File: src/rtl/hls_fifo_stim_src.sv
// On-board stimulus source driving two HLS ap_fifo input channels with Galois-LFSR data.
// Tracks per-channel sums of popped words and flags reads issued against an empty channel.
module hls_fifo_stim_src #(
  parameter int unsigned DATA_W = 32,
  parameter int unsigned CNT_W  = 16,
  parameter logic [31:0] SEED0  = 32'h0000_0001,
  parameter logic [31:0] SEED1  = 32'h0000_ACE1
) (
  input  logic              ap_clk,
  input  logic              ap_rst_n,
  input  logic              start,
  input  logic [CNT_W-1:0]  num_words,
  output logic [DATA_W-1:0] D_in_0_dout,
  output logic              D_in_0_empty_n,
  input  logic              D_in_0_read,
  output logic [DATA_W-1:0] D_in_1_dout,
  output logic              D_in_1_empty_n,
  input  logic              D_in_1_read,
  output logic              busy,
  output logic              done,
  output logic [31:0]       sum_0,
  output logic [31:0]       sum_1,
  output logic              err_rd_empty
);

  typedef enum logic [1:0] {StIdle, StRun, StDone} state_e;

  localparam logic [31:0]        Taps  = 32'h8020_0003;
  localparam logic [1:0][31:0]   Seeds = {SEED1, SEED0};

  function automatic logic [31:0] lfsr_step(input logic [31:0] l);
    return (l >> 1) ^ (l[0] ? Taps : 32'h0);
  endfunction

  state_e                   r_state, w_state_nxt;
  logic [1:0][31:0]         r_lfsr, w_lfsr_nxt, w_step;
  logic [1:0][CNT_W-1:0]    r_rem, w_rem_nxt;
  logic [1:0][DATA_W-1:0]   r_dout, w_dout_nxt;
  logic [1:0][31:0]         r_sum, w_sum_nxt;
  logic [1:0]               r_empty_n, w_empty_n_nxt;
  logic                     r_err, w_err_nxt;
  logic [1:0]               w_read, w_pop;

  assign w_read = {D_in_1_read, D_in_0_read};
  assign w_pop  = w_read & r_empty_n;

  always_comb begin
    w_state_nxt   = r_state;
    w_lfsr_nxt    = r_lfsr;
    w_rem_nxt     = r_rem;
    w_dout_nxt    = r_dout;
    w_sum_nxt     = r_sum;
    w_empty_n_nxt = r_empty_n;
    w_err_nxt     = r_err;
    for (int c = 0; c < 2; c++) begin
      w_step[c] = lfsr_step(r_lfsr[c]);
    end

    unique case (r_state)
      StIdle: begin
        if (start) begin
          w_sum_nxt = '0;
          w_err_nxt = 1'b0;
          if (num_words != '0) begin
            w_state_nxt = StRun;
            for (int c = 0; c < 2; c++) begin
              w_rem_nxt[c]     = num_words;
              w_lfsr_nxt[c]    = Seeds[c];
              w_dout_nxt[c]    = Seeds[c][DATA_W-1:0];
              w_empty_n_nxt[c] = 1'b1;
            end
          end else begin
            w_state_nxt = StDone;
          end
        end
      end
      StRun: begin
        // Both channels drained: rem and empty_n are already zero here.
        if (r_empty_n == 2'b00) begin
          w_state_nxt = StDone;
        end
        for (int c = 0; c < 2; c++) begin
          if (w_pop[c]) begin
            w_rem_nxt[c] = r_rem[c] - CNT_W'(1);
            w_sum_nxt[c] = r_sum[c] + 32'(r_dout[c]);
            // Last word keeps dout frozen on the final value.
            if (r_rem[c] == CNT_W'(1)) begin
              w_empty_n_nxt[c] = 1'b0;
            end else begin
              w_lfsr_nxt[c] = w_step[c];
              w_dout_nxt[c] = w_step[c][DATA_W-1:0];
            end
          end
        end
      end
      StDone:  w_state_nxt = StIdle;
      default: w_state_nxt = StIdle;
    endcase

    if ((w_read & ~r_empty_n) != 2'b00) begin
      w_err_nxt = 1'b1;
    end
  end

  always_ff @(posedge ap_clk) begin
    if (!ap_rst_n) begin
      r_state   <= StIdle;
      r_lfsr    <= Seeds;
      r_rem     <= '0;
      r_dout    <= '0;
      r_sum     <= '0;
      r_empty_n <= '0;
      r_err     <= 1'b0;
    end else begin
      r_state   <= w_state_nxt;
      r_lfsr    <= w_lfsr_nxt;
      r_rem     <= w_rem_nxt;
      r_dout    <= w_dout_nxt;
      r_sum     <= w_sum_nxt;
      r_empty_n <= w_empty_n_nxt;
      r_err     <= w_err_nxt;
    end
  end

  assign D_in_0_dout    = r_dout[0];
  assign D_in_1_dout    = r_dout[1];
  assign D_in_0_empty_n = r_empty_n[0];
  assign D_in_1_empty_n = r_empty_n[1];
  assign busy           = (r_state == StRun);
  assign done           = (r_state == StDone);
  assign sum_0          = r_sum[0];
  assign sum_1          = r_sum[1];
  assign err_rd_empty   = r_err;

endmodule
File: config.mk
export PLATFORM = sky130hd
export DESIGN_NAME = hls_fifo_stim_src
export DESIGN_NICKNAME = d
export VERILOG_FILES = /design/src/rtl/hls_fifo_stim_src.sv
export SDC_FILE = /design/constraint.sdc
export NUM_CORES = 1
export LEC_CHECK = 0
export BUFFER_PORTS_ARGS = -buffer_cell sky130_fd_sc_hd__clkbuf_2
export CORE_UTILIZATION = 40
export DETAILED_ROUTE_END_ITERATION = 10
export PLACE_DENSITY_LB_ADDON = 0.2
export SETUP_SLACK_MARGIN = 0.5
export SYNTH_ARGS = -nofsm -noshare
export SYNTH_HDL_FRONTEND = slang
export SYNTH_SLANG_ARGS = --single-unit
File: constraint.sdc
create_clock -name ap_clk -period 5.9 [get_ports ap_clk]
set_clock_uncertainty 0.15 [all_clocks]
set_input_delay 0.59 -clock ap_clk [delete_from_list [all_inputs] [get_ports ap_clk]]
set_output_delay 0.59 -clock ap_clk [all_outputs]
set_load 0.005 [all_outputs]
==> flow_summary.toml <==
[global_route]
grt_remaining_overflow = 0
track_usage = 0.210
antenna_found_initial = 0
grt_pass1_wl_um = 45300
grt_pass1_vias = 8820
grt_max_degree = 69

[sta]
worst_pin_slew_ns = 0.863
period_needed_ns = 3.40
slew_headroom = 0.425
finalSetupViolCount = 0
maxSlewViolCount = 0
min_period_over_period = 0.577
timing.fmax_mhz = 294
tns_ns = 0
finalHoldViolCount = 0
rsz0062_at_grt = "no"

[clock_network]
postCtsHoldBufs = 0
numCtsBuffers = 17
cts_post_setup_buffers_inserted = 0
cts_num_sinks = 174
clkTransAtPathRegs_ns = 0.07
clockRootBuffer = "clkbuf_16"
worstSkewPairLatency_ns = 0.44
cts_resized = 0
htree_levels = 4
clk_path_buf_depth = 2
cts_tree = "built"

[die]
die_w_um = 164
start_util = 0.411
die_y_um = 164
placementRows = 58
die-area_um2 = 26800
io_pins = 154
core_area_um2 = 25400

[yosys]
synth_cell_type_count = 75
yosysTopAreaCell = "dfxtp_1"
async_flop_share = 0
synth_commonest_cells = "dfxtp_1, nand2_1, a21oi_1"
synth_area_leaders = "dfxtp_1, ha_1, a21oi_1"
synthCells = 1342
netlist_area_um2 = 10400
synth_nets = 1431
synth-edff-count = 0
syn_avg_cell_area_um2 = 7.78
synth.most_common_cell = "dfxtp_1"
ys_seq_elements = 174
yosys.area.top_type_share = 0.334
ys.flop_type = "dfxtp_1"
yosysSeqAreaShare = 0.334
synth_warnings = 0

[placement]
hpwlAfterDp_um = 19700
port_buffers = 153
gp_congestion = 0.859

[routing]
firstDrtPassIters = 5
wl_um = 28000
ant_nets = 0
routed_via_density = 5.64
drc = 0
routedWlPerCell_um = 16.2
vias = 9768
drtIter0Drc = 664

[pwr]
pwr-share-clk = 0.401
swShare = 0.313
report.power.total_mw = 2.86
p_int_mw = 1.97
p_leak_nw = 4.90
powerDensity_nw_per_um2 = 247
ir_worst_vdd_uv = 155
power_frac_comb = 0.154
power_switching_mw = 0.895
seqPwrFrac = 0.446

[layout]
drive_gt1_frac = 0.166
nets = 1478
multi_input_area_um2 = 6120
areaGrowthSynthToFinish_pct = 10.9
fill_cells = 2559
area.sequential_um2 = 3480

[critical_path]
crit_required_ns = 6.11
crit_buf_inv = 1
timing.critical_path.fanout_max = 4
slowest_stage = "o31ai_2"
start_kind = "flip-flop"
arrival_ns = 3.61
path_cells = "ha_1 -> inv_1 -> fa_1 -> nand2b_1 -> a31oi_1 -> o22ai_1 -> o31ai_2 -> a31o_2 -> a211oi_2 -> nor3_1 -> o221ai_1 -> xor2_1 -> o21ai_1"
max_stage_delay_ns = 0.43
crit_type = "reg -> reg"
cpLargestDelayFamily = "compound AO/OA/AOI/OAI gates"
endpoint_kind = "flip-flop"

[job]
cap_violations = 0

[run_status]
outcome = "completed"

[min_path]
hold_class = "in -> reg"
==> layout make-up <==
type,instances,area share
antenna,1,0.000216
clock buffer,17,0.0367
clock inverter,15,0.0145
inverter,34,0.0113
multi-input combinational,999,0.528
sequential,174,0.301
tap,330,0.0357
timing repair buffer,163,0.0726
==> worst min-delay path, delay by kind of cell <==
kind / cells / cell delay, ns
AOI/OAI and AO/OA: 1 / 0.08
buffers and inverters: 1 / 0.11
and+or+nand+nor: 1 / 0.09
==> layer usage <==
layer / wire, um / share of wire / GRT usage / vias to the layer above
met1: 13700 / 0.49 / 0.294 / 4608
met3: 1410 / 0.050 / 0.0317 / 14
li1: - / - / - / 4876
met2: 12700 / 0.45 / 0.337 / 270
met4: 250 / 0.0089 / 0.0513 / 0
met5: 0 / 0 / 0 / -
==> state kept, by name (all words and copies together), names as in the netlist <==
register,cells
r_state,2
r_rem,32
r_lfsr,63
D_in_1_dout,9
sum_1,32
r_empty_n,2
sum_0,32
D_in_0_dout,1
err_rd_empty,1
==> worst paths after layout <==
| kind | start | end | slack (ns) | depth (start not counted) |
|---|---|---|---|---|
| max | D_in_1_dout[0]$_SDFFE_PN0P_ | sum_1[30]$_SDFFE_PN0P_ | 2.50 | 13 |
| min | D_in_1_read | err_rd_empty$_SDFFE_PN0P_ | 0.31 | 3 |
| max reg2reg | D_in_1_dout[0]$_SDFFE_PN0P_ | sum_1[30]$_SDFFE_PN0P_ | 2.50 | 13 |
| min reg2reg | r_lfsr[47]$_SDFFE_PN1P_ | r_lfsr[46]$_SDFFE_PN0P_ | 0.32 | 2 |
==> stage by stage <==
step | utilization | area, um2 | hold WS (ns) | instances | setup WS [ns]
2_1_floorplan | - | 10400 | 0.281 | 1342 | 2.93
3_3_place_gp | 0.433 | 11000 | 0.294 | 1700 | 2.53
3_5_place_dp | 0.433 | 11000 | 0.310 | 1700 | 2.48
4_1_cts | 0.456 | 11600 | 0.299 | 1732 | 2.48
5_1_grt | 0.456 | 11600 | 0.318 | 1732 | 2.14
6_report | 0.456 | 11600 | 0.309 | 1733 | 2.50
==> kinds of logic (layout without fill, tap and decap cells) <==
kind of cell    after synthesis  after routing  share of synthesized area
buf+inv                     169            229                     0.0811
other cells                   0              1                          0
fa+ha+maj                    68             68                     0.0829
compound gates              419            419                      0.254
xor+xnor                     57             57                     0.0478
simple gates                454            454                      0.200
mux                           1              1                   0.000959
flops                       174            174                      0.334
==> cell usage in the layout, fill, tap and decap left out, types with 6 or more instances in the layout <==
cell	n
o221a_2	9
a21oi_1	135
a211oi_1	7
nand4_1	15
a22oi_1	36
nor2b_1	8
nor3_1	17
o31ai_1	7
nand3_1	76
xor2_1	23
ha_1	66
a21o_1	30
or3_1	8
nand2b_1	14
a31oi_1	19
inv_1	32
xnor2_1	34
dfxtp_1	174
o22ai_1	10
and2_1	9
o21a_1	6
o21ai_0	100
nor2_1	123
nand2_1	149
inv_6	6
clkbuf_16	17
buf_4	10
clkbuf_2	153
==> power by group through the flow <==
stage / Combinational, mW / Clock [mW] / Sequential (mW)
2_1_floorplan: 0.323 / 0 / 1.29
3_3_place_gp: 0.435 / 0 / 1.30
3_5_place_dp: 0.438 / 0 / 1.30
4_1_cts: 0.439 / 1.17 / 1.27
5_1_grt: 0.492 / 1.22 / 1.28
6_report: 0.440 / 1.15 / 1.27
No activity file was read; power rests on OpenSTA's default activity.
